File: src/rtl/wb_unit_if.sv
// Writeback unit bus: four result lanes in, two register-file
// write ports plus decoder status out.
interface wb_unit_if #(
  parameter int DW    = 32,
  parameter int RW    = 5,
  parameter int DEPTH = 8
);
  localparam int CW = $clog2(DEPTH) + 1;

  logic          a1_v;
  logic [RW-1:0] a1_rd;
  logic [DW-1:0] a1_d;
  logic          a2_v;
  logic [RW-1:0] a2_rd;
  logic [DW-1:0] a2_d;
  logic          m1_v;
  logic [RW-1:0] m1_rd;
  logic [DW-1:0] m1_d;
  logic          m2_v;
  logic [RW-1:0] m2_rd;
  logic [DW-1:0] m2_d;

  logic          wa_en;
  logic [RW-1:0] wa_rd;
  logic [DW-1:0] wa_d;
  logic          wb_en;
  logic [RW-1:0] wb_rd;
  logic [DW-1:0] wb_d;
  logic          stall;
  logic [CW-1:0] count;
  logic          overflow;

  modport master (
    output a1_v, a1_rd, a1_d,
    output a2_v, a2_rd, a2_d,
    output m1_v, m1_rd, m1_d,
    output m2_v, m2_rd, m2_d,
    input  wa_en, wa_rd, wa_d,
    input  wb_en, wb_rd, wb_d,
    input  stall, count, overflow
  );

  modport slave (
    input  a1_v, a1_rd, a1_d,
    input  a2_v, a2_rd, a2_d,
    input  m1_v, m1_rd, m1_d,
    input  m2_v, m2_rd, m2_d,
    output wa_en, wa_rd, wa_d,
    output wb_en, wb_rd, wb_d,
    output stall, count, overflow
  );
endinterface

File: src/rtl/wb_unit.sv
// Register-file writeback unit: in-order FIFO taking up to four
// results per cycle and retiring up to two on the write ports.
module wb_unit #(
  parameter int DW    = 32,
  parameter int RW    = 5,
  parameter int DEPTH = 8
) (
  input  logic      clk,
  input  logic      reset,
  wb_unit_if.slave  io
);
  localparam int PW = $clog2(DEPTH);
  localparam int CW = PW + 1;

  typedef struct packed {
    logic [RW-1:0] rd;
    logic [DW-1:0] d;
  } ent_t;

  ent_t          mem_q [DEPTH];
  ent_t          mem_d [DEPTH];
  logic [PW-1:0] rp_q, rp_d;
  logic [PW-1:0] wp_q, wp_d;
  logic [CW-1:0] cnt_q, cnt_d;
  logic          stall_q, stall_d;
  logic          ovf_q, ovf_d;
  ent_t          hola_q, hola_d;
  ent_t          holb_q, holb_d;

  ent_t          in_e [4];
  logic [3:0]    in_v;
  ent_t          h0, h1;
  ent_t          a_sel, b_sel;
  logic          two, same;
  logic [2:0]    npush;
  logic [1:0]    npop;
  logic [CW-1:0] free;

  assign h0   = mem_q[rp_q];
  assign h1   = mem_q[rp_q + PW'(1)];
  assign two  = cnt_q >= CW'(2);
  assign same = h0.rd == h1.rd;

  // r0 writes are dropped before they reach the FIFO
  always_comb begin
    in_e[0] = {io.a1_rd, io.a1_d};
    in_e[1] = {io.a2_rd, io.a2_d};
    in_e[2] = {io.m1_rd, io.m1_d};
    in_e[3] = {io.m2_rd, io.m2_d};
    in_v[0] = io.a1_v && |io.a1_rd;
    in_v[1] = io.a2_v && |io.a2_rd;
    in_v[2] = io.m1_v && |io.m1_rd;
    in_v[3] = io.m2_v && |io.m2_rd;
  end

  always_comb begin
    io.wa_en = 1'b0;
    io.wb_en = 1'b0;
    a_sel    = hola_q;
    b_sel    = holb_q;
    npop     = 2'd0;
    if (two) begin
      a_sel    = h0;
      b_sel    = h1;
      io.wa_en = !same;
      io.wb_en = 1'b1;
      npop     = 2'd2;
    end else if (cnt_q != '0) begin
      a_sel    = h0;
      io.wa_en = 1'b1;
      npop     = 2'd1;
    end
    io.wa_rd = a_sel.rd;
    io.wa_d  = a_sel.d;
    io.wb_rd = b_sel.rd;
    io.wb_d  = b_sel.d;
    hola_d   = a_sel;
    holb_d   = b_sel;
  end

  // free space uses start-of-cycle count; pops do not help
  always_comb begin
    mem_d = mem_q;
    npush = 3'd0;
    ovf_d = ovf_q;
    free  = CW'(DEPTH) - cnt_q;
    for (int i = 0; i < 4; i++) begin
      if (in_v[i]) begin
        if (CW'(npush) < free) begin
          mem_d[wp_q + PW'(npush)] = in_e[i];
          npush = npush + 3'd1;
        end else begin
          ovf_d = 1'b1;
        end
      end
    end
    cnt_d   = cnt_q + CW'(npush) - CW'(npop);
    wp_d    = wp_q + PW'(npush);
    rp_d    = rp_q + PW'(npop);
    stall_d = cnt_d > CW'(DEPTH - 4);
  end

  always_ff @(posedge clk) begin
    if (reset) begin
      rp_q    <= '0;
      wp_q    <= '0;
      cnt_q   <= '0;
      stall_q <= 1'b0;
      ovf_q   <= 1'b0;
      hola_q  <= '0;
      holb_q  <= '0;
    end else begin
      rp_q    <= rp_d;
      wp_q    <= wp_d;
      cnt_q   <= cnt_d;
      stall_q <= stall_d;
      ovf_q   <= ovf_d;
      hola_q  <= hola_d;
      holb_q  <= holb_d;
    end
  end

  always_ff @(posedge clk) begin
    mem_q <= mem_d;
  end

  assign io.stall    = stall_q;
  assign io.overflow = ovf_q;
  assign io.count    = cnt_q;
endmodule
File: src/flat_wrapper.sv
// flat-port wrapper written by rule: the top's interface ports become plain ports
module wb_unit_flat 
#(
  parameter int DW    = 32,
  parameter int RW    = 5,
  parameter int DEPTH = 8
)
  (clk, reset, io_a1_v, io_a1_rd, io_a1_d, io_a2_v, io_a2_rd, io_a2_d, io_m1_v, io_m1_rd, io_m1_d, io_m2_v, io_m2_rd, io_m2_d, io_wa_en, io_wa_rd, io_wa_d, io_wb_en, io_wb_rd, io_wb_d, io_stall, io_count, io_overflow);
  wb_unit_if #(.DW(DW), .RW(RW), .DEPTH(DEPTH)) io_i ();
  input  logic clk;
  input  logic reset;
  input wire logic [$bits(io_i.a1_v)-1:0] io_a1_v;
  input wire logic [$bits(io_i.a1_rd)-1:0] io_a1_rd;
  input wire logic [$bits(io_i.a1_d)-1:0] io_a1_d;
  input wire logic [$bits(io_i.a2_v)-1:0] io_a2_v;
  input wire logic [$bits(io_i.a2_rd)-1:0] io_a2_rd;
  input wire logic [$bits(io_i.a2_d)-1:0] io_a2_d;
  input wire logic [$bits(io_i.m1_v)-1:0] io_m1_v;
  input wire logic [$bits(io_i.m1_rd)-1:0] io_m1_rd;
  input wire logic [$bits(io_i.m1_d)-1:0] io_m1_d;
  input wire logic [$bits(io_i.m2_v)-1:0] io_m2_v;
  input wire logic [$bits(io_i.m2_rd)-1:0] io_m2_rd;
  input wire logic [$bits(io_i.m2_d)-1:0] io_m2_d;
  output wire logic [$bits(io_i.wa_en)-1:0] io_wa_en;
  output wire logic [$bits(io_i.wa_rd)-1:0] io_wa_rd;
  output wire logic [$bits(io_i.wa_d)-1:0] io_wa_d;
  output wire logic [$bits(io_i.wb_en)-1:0] io_wb_en;
  output wire logic [$bits(io_i.wb_rd)-1:0] io_wb_rd;
  output wire logic [$bits(io_i.wb_d)-1:0] io_wb_d;
  output wire logic [$bits(io_i.stall)-1:0] io_stall;
  output wire logic [$bits(io_i.count)-1:0] io_count;
  output wire logic [$bits(io_i.overflow)-1:0] io_overflow;
  assign io_i.a1_v = io_a1_v;
  assign io_i.a1_rd = io_a1_rd;
  assign io_i.a1_d = io_a1_d;
  assign io_i.a2_v = io_a2_v;
  assign io_i.a2_rd = io_a2_rd;
  assign io_i.a2_d = io_a2_d;
  assign io_i.m1_v = io_m1_v;
  assign io_i.m1_rd = io_m1_rd;
  assign io_i.m1_d = io_m1_d;
  assign io_i.m2_v = io_m2_v;
  assign io_i.m2_rd = io_m2_rd;
  assign io_i.m2_d = io_m2_d;
  assign io_wa_en = io_i.wa_en;
  assign io_wa_rd = io_i.wa_rd;
  assign io_wa_d = io_i.wa_d;
  assign io_wb_en = io_i.wb_en;
  assign io_wb_rd = io_i.wb_rd;
  assign io_wb_d = io_i.wb_d;
  assign io_stall = io_i.stall;
  assign io_count = io_i.count;
  assign io_overflow = io_i.overflow;
  wb_unit #(.DW(DW), .RW(RW), .DEPTH(DEPTH)) u_core (.clk(clk), .reset(reset), .io(io_i));
endmodule
File: config.mk
export PLATFORM = sky130hd
export DESIGN_NAME = wb_unit_flat
export DESIGN_NICKNAME = d
export VERILOG_FILES = /design/src/rtl/wb_unit_if.sv /design/src/rtl/wb_unit.sv /design/src/flat_wrapper.sv
export SDC_FILE = /design/constraint.sdc
export NUM_CORES = 2
export LEC_CHECK = 0
export ABC_AREA = 0
export BUFFER_PORTS_ARGS = -buffer_cell sky130_fd_sc_hd__buf_2
export CORE_ASPECT_RATIO = 2
export CORE_MARGIN = 3
export CORE_UTILIZATION = 57
export CTS_BUF_LIST = sky130_fd_sc_hd__clkbuf_8
export DETAILED_ROUTE_END_ITERATION = 6
export PLACE_DENSITY_LB_ADDON = 0.25
export SETUP_SLACK_MARGIN = 0.2
export SYNTH_ARGS = -nofsm -noshare
export SYNTH_HDL_FRONTEND = slang
export SYNTH_SLANG_ARGS = --single-unit
File: constraint.sdc
create_clock -name clk -period 5.7 [get_ports clk]
set_input_delay 1.14 -clock clk [delete_from_list [all_inputs] [get_ports clk]]
set_output_delay 1.14 -clock clk [all_outputs]
set_load 0.01 [all_outputs]
# Word level (Yosys, flattened, before mapping)

Cells that the tools add are included.

Bitwise operators: 6
Add/sub/neg operators: 12
Equal/unequal tests: 1
Reduce and logical (&&, ||, !) cells: 14
Order comparisons: 16
Muxes and demuxes: 50

Operators with widths:

| kind                                                                          | count |
|---|---|
| 296-bit two-way mux                                                           | 8 |
| 296-bit bitwise mux                                                           | 4 |
| 37-bit demux with 3-bit select                                                | 4 |
| 37-bit two-way mux                                                            | 11 |
| 37-bit binary-select mux with 3-bit select                                    | 2 |
| 4-bit >= comparator (second input constant)                                   | 6 |
| 3-bit NOT with 4-bit output                                                   | 6 |
| 3-bit two-way mux                                                             | 7 |
| 5-bit OR reduction                                                            | 4 |
| 4-bit by 1-bit less-than comparator with 1-bit output (second input constant) | 4 |
| 1-bit two-way mux                                                             | 13 |
| 3-bit by 1-bit adder with 3-bit output (second input constant)                | 4 |
| 3-bit adder                                                                   | 4 |
| 3-bit by 4-bit less-than comparator with 1-bit output                         | 3 |
| 1-bit logical AND                                                             | 8 |
| 5-bit == test                                                                 | 1 |
| 4-bit by 3-bit adder with 4-bit output                                        | 1 |
| 4-bit by 2-bit >= comparator with 1-bit output (second input constant)        | 1 |
| 4-bit by 3-bit > comparator with 1-bit output (second input constant)         | 1 |
| 1-bit by 4-bit less-than comparator with 1-bit output (first input constant)  | 1 |
| 4-bit nonzero test                                                            | 1 |
| 4-bit by 2-bit subtractor with 4-bit output                                   | 1 |
| 4-bit subtractor (first input constant)                                       | 1 |
| 3-bit by 2-bit adder with 3-bit output                                        | 1 |
| 2 further kinds                                                               | 2 |

Register bits: 382
Output and inout bits: 82
Logic and storage cells: 124

# Logic depth before layout (Yosys ltp)

Depth in word-level cells: 19
Gate-level depth with buffers: 23

# Least setup slack after synthesis

OpenSTA, ideal clock, no wires.

Path kind: in2reg
Start point: input port io_a1_rd[1]
End point: register u_core.stall_q, in the netlist u_core.io.stall
Required time: 5.583 ns
Stages: 23
Arrival time: 6.041 ns
Path slack: -0.458 ns
Cell sequence: buf_4 > or3_4 > o31a_1 > buf_4 > mux2i_1 > a221oi_2 > ha_1 > nand2_1 > nand2_1 > ha_1 > o21a_1 > o21ai_0 > buf_2 > o21ai_1 > mux2i_1 > fa_1 > inv_1 > ha_1 > a21o_1 > a21oi_1 > xnor2_1 > nor2_1 > nand2b_1

Cells in the longest elaborated chain, start to end: 15
Elaborated cells between the ends (all ways): 18
Those cells by class: 5 x add/sub; 4 x order compare; 7 x mux; 2 x reduce/logical

RTL lines:

| item                                                                                                                   | RTL line                     | source |
|---|---|---|
| from (decl)                                                                                                            | flat_wrapper.sv:13           | `input wire logic [$bits(io_i.a1_rd)-1:0] io_a1_rd;` |
| 5-bit OR reduction (*)                                                                                                 | wb_unit.sv:50                | `in_v[0] = io.a1_v && \|io.a1_rd;` |
| 1-bit logical AND (*)                                                                                                  | wb_unit.sv:50                |  |
| 3-bit two-way mux (*)                                                                                                  | wb_unit.sv:88                | `if (in_v[i]) begin` |
| 3-bit by 4-bit less-than comparator with 1-bit output / 3-bit by 1-bit adder with 3-bit output (equally long branches) | wb_unit.sv:89, wb_unit.sv:91 |  |
| 3-bit two-way mux                                                                                                      | wb_unit.sv:89                | `if (CW'(npush) < free) begin` |
| 3-bit two-way mux (*)                                                                                                  | wb_unit.sv:88                |  |
| 3-bit by 4-bit less-than comparator with 1-bit output / 3-bit by 1-bit adder with 3-bit output (equally long branches) | wb_unit.sv:89, wb_unit.sv:91 |  |
| 3-bit two-way mux                                                                                                      | wb_unit.sv:89                |  |
| 3-bit two-way mux (*)                                                                                                  | wb_unit.sv:88                |  |
| 3-bit by 4-bit less-than comparator with 1-bit output / 3-bit by 1-bit adder with 3-bit output (equally long branches) | wb_unit.sv:89, wb_unit.sv:91 |  |
| 3-bit two-way mux                                                                                                      | wb_unit.sv:89                |  |
| 3-bit two-way mux (*)                                                                                                  | wb_unit.sv:88                |  |
| 4-bit by 3-bit adder with 4-bit output (*)                                                                             | wb_unit.sv:97                | `cnt_d = cnt_q + CW'(npush) - CW'(npop);` |
| 4-bit by 2-bit subtractor with 4-bit output (*)                                                                        | wb_unit.sv:97                |  |
| 4-bit by 3-bit > comparator with 1-bit output (*)                                                                      | wb_unit.sv:100               | `stall_d = cnt_d > CW'(DEPTH - 4);` |
| to (signal assigned)                                                                                                   | wb_unit.sv:116               | `stall_q <= stall_d;` |
| to (decl)                                                                                                              | wb_unit.sv:25                | `logic stall_q, stall_d;` |

Every way passes the cells marked *; elsewhere a longest branch is shown, timed or not.
A chain may end at the register's enable or synchronous reset.

==> flow_metrics.env <==
export IMPL_status="complete, but fails checks"
export IMPL_violations="DRC"
export IMPL_irDropWorstVdd_v=0.000534
export IMPL_synth_seq_area_share=0.269
export IMPL_ys_flop_type="dfxtp_1"
export IMPL_cap_violations=0
export IMPL_worstPathArrival_ns=5.81
export IMPL_cts_sinks=382
export IMPL_mostFrequentLayoutCells="379 x dfxtp_1, 373 x mux2i_1, 235 x buf_2"
export IMPL_cp_required_ns=6.23
export IMPL_h_tree_depth=2
export IMPL_holdWs_ns=0.487
export IMPL_cp_end_kind="flop"
export IMPL_routabilityCongestion=0.891
export IMPL_crit_path_start="u_core.io.count[0]$_SDFF_PP0_"
export IMPL_cp_slowest_stage_delay_ns=0.52
export IMPL_cp_slowest_cell="or4b_4"
export IMPL_period_share=0.927
export IMPL_ys_ff_latch=382
export IMPL_post_cts_buffers=0
export IMPL_postCtsResizedCells=0
export IMPL_drive_gt1_frac=0.353
export IMPL_fin_crit_ns=5.29
export IMPL_fillCellCount=3980
export IMPL_syn_to_final_growth_pct=14.2
export IMPL_synth_edf_count=0
export IMPL_std_cell_rows=115
export IMPL_syn_area_per_cell_um2=10.1
export IMPL_grt_max_degree=150
export IMPL_p_sw_uw=9570
export IMPL_grt_pass1_vias=24900
export IMPL_cts_root_buf="clkbuf_8"
export IMPL_final_common_cell="dfxtp_1"
export IMPL_chipWidth_um=164
export IMPL_grtUsageTotal=0.365
export IMPL_path_common_cell="buf_4"
export IMPL_io_buffers=235
export IMPL_core_region_area_um2=49200
export IMPL_final_core_util=0.659
export IMPL_seq_power_share=0.222
export IMPL_worstReg2RegStart="u_core.io.count[0]$_SDFF_PP0_"
export IMPL_ys_warn_count=0
export IMPL_hold_viol=0
export IMPL_critPathMaxFanout=20
export IMPL_grt_pass1_wl_um=148000
export IMPL_cp_cell_sequence="inv_1, ha_1, nand2b_1, o211a_1, o31ai_1, a221oi_2, buf_4, ha_1, nand2_1, nand2_2, inv_2, fa_2, and3_1, o211ai_1, a21oi_1, or4b_4, nor4_4, buf_4, buf_4, o211ai_4, buf_12, mux2_4"
export IMPL_firstDrtPassIters=7
export IMPL_worst_hold_startpoint="u_core.io.overflow$_SDFF_PP0_"
export IMPL_syn_instance_count=2818
export IMPL_drv_slew=0
export IMPL_ant_nets=0
export IMPL_clock_skew_ns=0.0411
export IMPL_drt_vias_per_instance=6.67
export IMPL_worstSkewPairLatency_ns=0.67
export IMPL_critPathKind="reg -> reg"
export IMPL_leakagePower_uw=0.0152
export IMPL_start_util=0.577
export IMPL_setup_viol=0
export IMPL_hold_path_class="reg -> reg"
export IMPL_grt_antenna_before_repair=25
export IMPL_start_kind="flop"
export IMPL_timing_fmax_mhz=189
export IMPL_rsz0062_at_grt="no"
export IMPL_syn_num_nets=2996
export IMPL_die_h_um=322
export IMPL_cts_buffers=58
export IMPL_synth_distinct_cells=69
export IMPL_powerDensity_nw_per_um2=720
export IMPL_cts_tree="built"
export IMPL_die_area_um2=52700
export IMPL_drt_iter0_drc=2333
export IMPL_overflow=0
export IMPL_slew_headroom=0.208
export IMPL_clockBufferDepth=3
export IMPL_finalWirelength_um=98800
export IMPL_dp_hpwl_um=62000
export IMPL_combPwrFrac=0.673
export IMPL_tightest_slew_ns=1.18
export IMPL_postCtsHoldBufs=0
export IMPL_wl_per_cell_um=27.3
export IMPL_clk_pin_slew_worst_paths_ns=0.08
export IMPL_ios=236
export IMPL_post_route_drc_count=1
export IMPL_p_sw_frac=0.410
export IMPL_p_clk_frac=0.105
export IMPL_internal_power_uw=13800
export IMPL_vias=24100
export IMPL_netlist_area_um2=28400
export IMPL_r2r_slack_ns=0.41
export IMPL_fin_nets=3085
export IMPL_async_reset_ff_frac=0
## final timing paths
kind	to	cells past startpoint
worst max register to register	u_core.mem_q[57]$_DFF_P_	22
worst max-delay path	u_core.mem_q[57]$_DFF_P_	22
worst min-delay path	u_core.io.overflow$_SDFF_PP0_	1
worst min register to register	u_core.io.overflow$_SDFF_PP0_	1
## cell usage after synthesis, drive strengths merged (2+ instances only)
| cell | instances | share of area |
|---|---|---|
| mux2 | 595 | 0.24 |
| dfxtp | 382 | 0.27 |
| mux2i | 373 | 0.13 |
| nor2 | 205 | 0.027 |
| a21oi | 200 | 0.035 |
| o21ai | 192 | 0.036 |
| nand2 | 191 | 0.025 |
| clkbuf | 181 | 0.025 |
| mux4 | 148 | 0.12 |
| buf | 118 | 0.022 |
| and2 | 75 | 0.017 |
| ha | 19 | 0.0084 |
| inv | 18 | 0.0024 |
| xnor2 | 14 | 0.0046 |
| o211ai | 12 | 0.0048 |
| nor2b | 8 | 0.0018 |
| nor3 | 7 | 0.0014 |
| nor4b | 6 | 0.0018 |
| fa | 5 | 0.0035 |
| nand2b | 5 | 0.0011 |
| and3 | 4 | 0.00088 |
| nand3 | 4 | 0.00070 |
| nand4 | 4 | 0.0011 |
| nor3b | 4 | 0.0011 |
| o21a | 4 | 0.0011 |
| or4 | 4 | 0.0013 |
| xor2 | 4 | 0.0012 |
| nor4 | 3 | 0.0017 |
| o31a | 3 | 0.00092 |
| a21o | 2 | 0.00053 |
| a221oi | 2 | 0.00084 |
| a311oi | 2 | 0.0012 |
| and4b | 2 | 0.00070 |
| nand3b | 2 | 0.00053 |
| nand4b | 2 | 0.00062 |
| o2111ai | 2 | 0.00062 |
| o31ai | 2 | 0.0010 |
| or4b | 2 | 0.00070 |
## critical path, delay by kind of cell, from the launching register on
family / cells / cell delay [ns]
compound gates: 6 / 1.12
fa+ha+maj: 3 / 0.96
buf+inv: 6 / 1.11
flops: 1 / 0.32
mux: 1 / 0.32
simple gates: 6 / 1.30
## final cells by class
type	count	area (um2)	share of cell area
multi-input cells	2119	20200	0.623
flip-flops and latches	382	7660	0.236
repair buffers	328	2420	0.0747
clock buffers	80	1100	0.0339
well taps	643	805	0.0248
clock inverters	28	136	0.00420
inverters	18	67.6	0.00208
diodes	21	52.6	0.00162
## flip-flops by register name (all words and copies together), names as in the netlist
name and count:
u_core.mem_q 296, u_core.io.overflow 1, u_core.io.stall 1, u_core.holb_q 37
u_core.wp_q 3, u_core.io.count 4, u_core.hola_q 37, u_core.rp_q 3
## kinds of logic (layout without fill, tap and decap cells)
group / after synthesis / count (layout) / share of synthesized area
flops: 382 / 382 / 0.269
xor+xnor: 19 / 19 / 0.00661
mux: 1116 / 1116 / 0.493
buf+inv: 317 / 454 / 0.0494
fa+ha+maj: 24 / 24 / 0.0119
compound gates: 429 / 429 / 0.0853
simple gates: 531 / 531 / 0.0852
other cells: 0 / 21 / 0
## stage by stage
step	setup TNS [ns]	setup slack [ns]	instance area (um2)	instances	total power (uW)
after floorplan	-18.03	-0.104	29200	2818	16400
after detailed placement	-8.00	-0.0674	31100	3490	20700
after CTS	0	0.404	32400	3598	23200
after global routing	0	0.225	32400	3611	24600
after global placement	0	0.0129	31100	3490	20000
final	0	0.414	32400	3619	23400
## per-layer routing
metal,vias up,part of all wire,global-route usage
li1,10400,-,-
met1,11700,0.35,0.405
met3,500,0.093,0.0776
met4,10,0.075,0.258
met2,1527,0.48,0.616
met5,-,0.00068,0
## power groups by stage
stage	clock (uW)	sequential [uW]	combinational, uW
finish	2460	5190	15700
global route	2580	5280	16700
CTS	2490	5120	15600
detailed placement	0	5170	15500
global placement	0	5050	15000
floorplan	0	4760	11600
(Power assumes the default switching activity.)
